## src/rtl/loader_pkg.sv

```systemverilog
// Shared state encoding and default geometry for the program loader.
package loader_pkg;
  typedef enum logic [2:0] {
    S_IDLE,
    S_LOAD,
    S_CHECK,
    S_EVAL,
    S_RUN,
    S_ERROR
  } loader_state_t;

  localparam int         LOADER_DEPTH     = 16;
  localparam int         LOADER_AW        = 4;
  localparam logic [7:0] LOADER_SYNC_BYTE = 8'hA5;
endpackage

```

## src/rtl/loader_gap_timer.sv

```systemverilog
// Idle-gap counter for the loader; compiled only with LOADER_TIMEOUT_EN defined.
// Expires on the LIMIT-th consecutive enabled cycle without a clear.
`ifdef LOADER_TIMEOUT_EN
module loader_gap_timer #(
  parameter int LIMIT = 64
) (
  input  logic clk,
  input  logic rst,
  input  logic i_clear,
  input  logic i_enable,
  output logic o_expired
);
  localparam int CW = $clog2(LIMIT + 1);
  localparam logic [CW-1:0] LAST = CW'(LIMIT - 1);

  logic [CW-1:0] r_cnt;

  always_ff @(posedge clk) begin
    if (rst || i_clear || !i_enable) begin
      r_cnt <= '0;
    end else if (r_cnt != LAST) begin
      r_cnt <= r_cnt + 1'b1;
    end
  end

  assign o_expired = i_enable && (r_cnt == LAST);
endmodule
`endif

```

## src/rtl/program_loader.sv

```systemverilog
// Framed byte-stream loader: SYNC, DEPTH data bytes, checksum; writes CPU memory one cycle
// after each accepted data byte and releases cpu_run on a good checksum. Gap timeout: LOADER_TIMEOUT_EN.
module program_loader
  import loader_pkg::*;
#(
  parameter int         DEPTH          = LOADER_DEPTH,
  parameter int         AW             = LOADER_AW,
  parameter logic [7:0] SYNC_BYTE      = LOADER_SYNC_BYTE,
  parameter int         TIMEOUT_CYCLES = 64
) (
  input  logic          clk,
  input  logic          rst,
  input  logic          in_valid,
  input  logic [7:0]    in_data,
  output logic          in_ready,
  output logic          mem_we,
  output logic [AW-1:0] mem_addr,
  output logic [7:0]    mem_wdata,
  output logic          cpu_run,
  output logic          busy,
  output logic          load_ok,
  output logic          load_err,
  output logic [AW:0]   byte_count
);
  localparam logic [AW:0] LAST_IDX = (AW + 1)'(DEPTH - 1);

  loader_state_t r_state, w_next;

  logic [7:0]    r_sum;
  logic [7:0]    r_chk;
  logic [AW:0]   r_count;
  logic          r_mem_we;
  logic [AW-1:0] r_mem_addr;
  logic [7:0]    r_mem_wdata;
  logic          r_ok;
  logic          r_err;

  logic w_ready;
  logic w_accept;
  logic w_start;
  logic w_load_byte;
  logic w_abort;
  logic w_busy;
  logic w_match;
  logic w_gap_en;
  logic w_timeout;

  // EVAL is the only state that refuses input; reset also holds the source off.
  assign w_ready  = (r_state != S_EVAL);
  assign in_ready = w_ready && !rst;
  assign w_accept = in_valid && in_ready;
  assign w_match  = (r_sum == r_chk);
  assign w_gap_en = (r_state == S_LOAD) || (r_state == S_CHECK);

`ifdef LOADER_TIMEOUT_EN
  loader_gap_timer #(
    .LIMIT(TIMEOUT_CYCLES)
  ) u_gap_timer (
    .clk      (clk),
    .rst      (rst),
    .i_clear  (w_accept),
    .i_enable (w_gap_en),
    .o_expired(w_timeout)
  );
`else
  // Limit is meaningless without the timer; referenced only to keep it visible in the netlist.
  logic w_unused_timeout;
  assign w_unused_timeout = (TIMEOUT_CYCLES > 0) && w_gap_en;
  assign w_timeout        = 1'b0;
`endif

  always_ff @(posedge clk) begin
    if (rst) begin
      r_state <= S_IDLE;
    end else begin
      r_state <= w_next;
    end
  end

  always_comb begin
    w_next      = r_state;
    w_start     = 1'b0;
    w_load_byte = 1'b0;
    w_abort     = 1'b0;
    w_busy      = 1'b0;
    case (r_state)
      S_IDLE, S_RUN, S_ERROR: begin
        if (w_accept && (in_data == SYNC_BYTE)) begin
          w_next  = S_LOAD;
          w_start = 1'b1;
        end
      end
      S_LOAD: begin
        w_busy = 1'b1;
        if (w_accept) begin
          w_load_byte = 1'b1;
          if (r_count == LAST_IDX) begin
            w_next = S_CHECK;
          end
        end else if (w_timeout) begin
          w_next  = S_ERROR;
          w_abort = 1'b1;
        end
      end
      S_CHECK: begin
        w_busy = 1'b1;
        if (w_accept) begin
          w_next = S_EVAL;
        end else if (w_timeout) begin
          w_next  = S_ERROR;
          w_abort = 1'b1;
        end
      end
      S_EVAL: begin
        w_busy = 1'b1;
        w_next = w_match ? S_RUN : S_ERROR;
      end
      default: w_next = S_IDLE;
    endcase
  end

  always_ff @(posedge clk) begin
    if (rst) begin
      r_sum       <= '0;
      r_chk       <= '0;
      r_count     <= '0;
      r_mem_we    <= 1'b0;
      r_mem_addr  <= '0;
      r_mem_wdata <= '0;
      r_ok        <= 1'b0;
      r_err       <= 1'b0;
    end else begin
      r_mem_we <= w_load_byte;
      if (w_start) begin
        r_sum   <= '0;
        r_count <= '0;
        r_ok    <= 1'b0;
        r_err   <= 1'b0;
      end
      if (w_load_byte) begin
        r_mem_addr  <= r_count[AW-1:0];
        r_mem_wdata <= in_data;
        r_sum       <= r_sum + in_data;
        r_count     <= r_count + 1'b1;
      end
      if ((r_state == S_CHECK) && w_accept) begin
        r_chk <= in_data;
      end
      if (r_state == S_EVAL) begin
        r_ok  <= w_match;
        r_err <= !w_match;
      end
      if (w_abort) begin
        r_err <= 1'b1;
      end
    end
  end

  assign mem_we     = r_mem_we;
  assign mem_addr   = r_mem_addr;
  assign mem_wdata  = r_mem_wdata;
  assign cpu_run    = (r_state == S_RUN);
  assign busy       = w_busy;
  assign load_ok    = r_ok;
  assign load_err   = r_err;
  assign byte_count = r_count;
endmodule

```

## config.mk

```make
export PLATFORM = sky130hd
export DESIGN_NAME = program_loader
export DESIGN_NICKNAME = d
export VERILOG_FILES = /design/src/rtl/loader_pkg.sv /design/src/rtl/loader_gap_timer.sv /design/src/rtl/program_loader.sv
export SDC_FILE = /design/constraint.sdc
export NUM_CORES = 1
export LEC_CHECK = 0
export BUFFER_PORTS_ARGS = -buffer_cell sky130_fd_sc_hd__buf_2
export CAP_MARGIN = 20
export CORE_MARGIN = 3
export CORE_UTILIZATION = 34
export DETAILED_ROUTE_END_ITERATION = 7
export GPL_TIMING_DRIVEN = 0
export PLACE_DENSITY_LB_ADDON = 0.2
export SLEW_MARGIN = 10
export SYNTH_ARGS = -nofsm -noshare
export SYNTH_HDL_FRONTEND = slang
export SYNTH_HIERARCHICAL = 1
export SYNTH_SLANG_ARGS = --single-unit
```

## constraint.sdc

```tcl
create_clock -name clk -period 2.3 [get_ports clk]
set_input_delay 0.345 -clock clk [delete_from_list [all_inputs] [get_ports clk]]
set_output_delay 0.345 -clock clk [all_outputs]
set_load 0.01 [all_outputs]
```

==> impl_metrics.tcl <==
set metrics [dict create \
    outcome "completed" \
    stdcell_area_um2 2300 \
    rsz0062_at_grt "no" \
    grt_pass1_wl_mm 7.94 \
    vias 1702 \
    h-tree-depth 2 \
    p_leak_nw 1.00 \
    async_reset_ff_share_pct 0 \
    finalClockSkew_ns 0.00351 \
    synth-simple-area-share_pct 21.1 \
    synth_compound_gate_area_share_pct 19.2 \
    yosys.area.top_type_share_pct 40.4 \
    ys_types 46 \
    die-area_um2 6630 \
    clkSinkCount 39 \
    clock_latency_ns 0.30 \
    cts_max_path_buffers 2 \
    avgRoutedWirePerCell_um 14.2 \
    post_cts_resized 0 \
    hold_buffers 0 \
    syn_area_um2 1930 \
    seqPwrFrac_pct 50.4 \
    first_pass_iters 4 \
    vdd_drop_max_v 0.000285 \
    seq_area_frac_synth_pct 40.4 \
    via_per_inst 5.11 \
    worstSetupPathType "flip-flop to flip-flop" \
    chipWidth_um 81.4 \
    switching_power_uw 319 \
    core_area_um2 5300 \
    worst_pin_slew_ns 0.928 \
    syn_inst 222 \
    io_pins 34 \
    power_mw 1.36 \
    setup_violations 0 \
    synth_top_family_by_area "simple AND/OR/NAND/NOR gates" \
    dp_hpwl_mm 3.47 \
    synthMuxAreaShare_pct 4.14 \
    synth_edf_count 0 \
    comb_power_share_pct 7.0 \
    final_antenna_net_count 0 \
    overflow 0 \
    initial_utilization_pct 36.5 \
    path_clk_slew_ns 0.08 \
    fin_nets 283 \
    max_freq_ghz 0.487 \
    crit_fanout 3 \
    drive_above_1_share_pct 21.7 \
    min_period_ns 2.05 \
    postCtsSetupBuffers 0 \
    synth.largest_area_cell "dfxtp_1" \
    rows 26 \
    switching_share_pct 23.5 \
    synth-adder-area-share_pct 6.86 \
    synth-xor-area-share_pct 4.98 \
    max-cap-violations 0 \
    cts_buffers 5 \
    cts_root_buf "clkbuf_8" \
    pwr-share-clk_pct 42.5 \
    hold_path.class "primary input to flip-flop" \
    drv_slew 0 \
    fin_setup_tns_ns 0 \
    drt_iter0_drc 62 \
    required_ns 2.50 \
    place_area_um2 2190 \
    synth_area_per_cell_um2 8.71 \
    drt-total-wl_mm 4.74 \
    internal_power_mw 1.04 \
    grt_pass1_vias 1573 \
    io_buffers 33 \
    synth-warning-count 6 \
    drc_errors 0 \
    synth-main-ff-cell "dfxtp_1" \
    place_congestion 0.888 \
    tritoncts "yes" \
    fillers 564 \
    hold_viol 0 \
    area_delta_synth_final_pct 18.9 \
    utilization_pct 43.3 \
    power.density_nw_per_um2 590 \
    maxSlewHeadroom_pct 37.7 \
    fp.dieH_um 81.4 \
    end_kind "flip-flop" \
    antenna_found_initial 0 \
    ys_top_cells_by_area "dfxtp_1 40%, a21oi_1 6.5%, nand2_1 6.0%" \
    min_period_over_period_pct 89.2 \
    syn_nets 243 \
    critical_path.startpoint_type "flip-flop" \
    grt_max_degree 14 \
    critPathArrivalTime_ns 2.25 \
    ys_ff_latch 39 \
    n_antenna_cell 0 \
    grtUsageTotal_pct 15.7 \
]
[flip-flops by register name, indices dropped and copies added, names as in the netlist]
name / count
byte_count: 5
load_err: 1
r_sum: 8
r_state: 3
r_chk: 8
mem_wdata: 8
mem_addr: 4
load_ok: 1
mem_we: 1
[Yosys cell counts (2+ instances only)]
| cell | n |
|---|---|
| nand3b_1 | 2 |
| o211ai_1 | 2 |
| clkbuf_1 | 5 |
| nor3_1 | 2 |
| a211oi_1 | 2 |
| mux2i_1 | 8 |
| nor2_1 | 22 |
| a21oi_1 | 25 |
| dfxtp_1 | 39 |
| o21bai_1 | 2 |
| nand3_1 | 6 |
| o21ai_0 | 2 |
| xor2_1 | 9 |
| and3_1 | 3 |
| a32o_1 | 2 |
| nor3b_1 | 2 |
| ha_1 | 9 |
| nand2_1 | 31 |
| inv_1 | 3 |
| xnor2_1 | 2 |
| a31oi_1 | 2 |
| nor4_1 | 3 |
| a22oi_1 | 4 |
| nor2b_1 | 3 |
| o21ai_1 | 5 |
| buf_2 | 6 |
| a211o_1 | 2 |
[power groups by stage]
stage | Clock, mW | Combinational (mW) | Sequential, mW
global placement | 0 | 0.0954 | 0.700
finish | 0.576 | 0.0956 | 0.684
detailed placement | 0 | 0.0960 | 0.700
floorplan | 0 | 0.0557 | 0.700
CTS | 0.591 | 0.0964 | 0.684
global route | 0.624 | 0.108 | 0.685
[worst paths after layout]
| path | start | to | slack, ns | cells after the start |
|---|---|---|---|---|
| worst min register to register | mem_wdata[1]$_SDFFE_PP0P_ | mem_wdata[1]$_SDFFE_PP0P_ | 0.46 | 2 |
| worst min-delay path | in_data[6] | mem_wdata[6]$_SDFFE_PP0P_ | 0.33 | 3 |
| worst max register to register | r_sum[0]$_SDFFE_PP0P_ | r_sum[6]$_SDFFE_PP0P_ | 0.25 | 7 |
| worst max-delay path | r_sum[0]$_SDFFE_PP0P_ | r_sum[6]$_SDFFE_PP0P_ | 0.25 | 7 |
[placed cells by master, fill, tap and decap left out, types with 2 or more instances in the layout]
cell type  instances
buf_2             39
o21bai_1           2
and3_1             3
nor3_1             2
ha_1               9
inv_1              3
a211oi_1           2
dfxtp_1           39
nor4_1             3
mux2i_1            8
nor2_1            22
a21oi_1           25
nor3b_1            2
o21ai_1            5
nor2b_1            3
clkbuf_8           5
nand2_1           31
o21ai_0            2
a22oi_1            4
nand3b_1           2
xnor2_1            2
clkbuf_1           5
a211o_1            2
o211ai_1           2
nand3_1            6
a31oi_1            2
xor2_1             9
a32o_1             2
[routing by layer]
| layer | vias to the layer above | wire length, um | track usage [%] |
|---|---|---|---|
| li1 | 863 | - | - |
| met1 | 801 | 2280 | 20.3 |
| met2 | 32 | 2180 | 25.9 |
| met3 | 6 | 219 | 3.66 |
| met4 | 0 | 58 | 4.56 |
| met5 | - | 0 | 0 |
[area by class of cell]
type | count | area, um^2 | area share (%)
Clock inverter | 3 | 43.8 | 1.91
Multi-Input combinational cell | 168 | 1090 | 47.4
Inverter | 4 | 15.0 | 0.653
Tap cell | 70 | 87.6 | 3.81
Sequential cell | 39 | 781 | 34.0
Buffer | 11 | 48.8 | 2.12
Timing Repair Buffer | 33 | 165 | 7.19
Clock buffer | 5 | 68.8 | 2.99
[cell families after synthesis]
family,Yosys count
and+or+nand+nor,83
AOI/OAI and AO/OA,56
xor gates and xnor gates,11
buffers and inverters,15
DFF,39
muxes,8
adders and majority gates,10
[through the flow]
| step | cells | hold WS (ns) | setup slack (ns) |
|---|---|---|---|
| finish | 333 | 0.327 | 0.247 |
| global route | 333 | 0.339 | 0.165 |
| CTS | 333 | 0.324 | 0.238 |
| detailed placement | 325 | 0.444 | 0.0632 |
| global placement | 325 | 0.442 | 0.0567 |
| floorplan | 222 | 0.471 | 0.351 |
[critical path, stage by stage, from the launching register on]
cell	delay (ns)
dfxtp_1	0.33
ha_1	0.25
fa_1	0.45
a211oi_1	0.32
o21bai_1	0.12
a21oi_1	0.19
xnor2_1	0.08
a32o_1	0.21
Power figures use the tool's default switching activity.
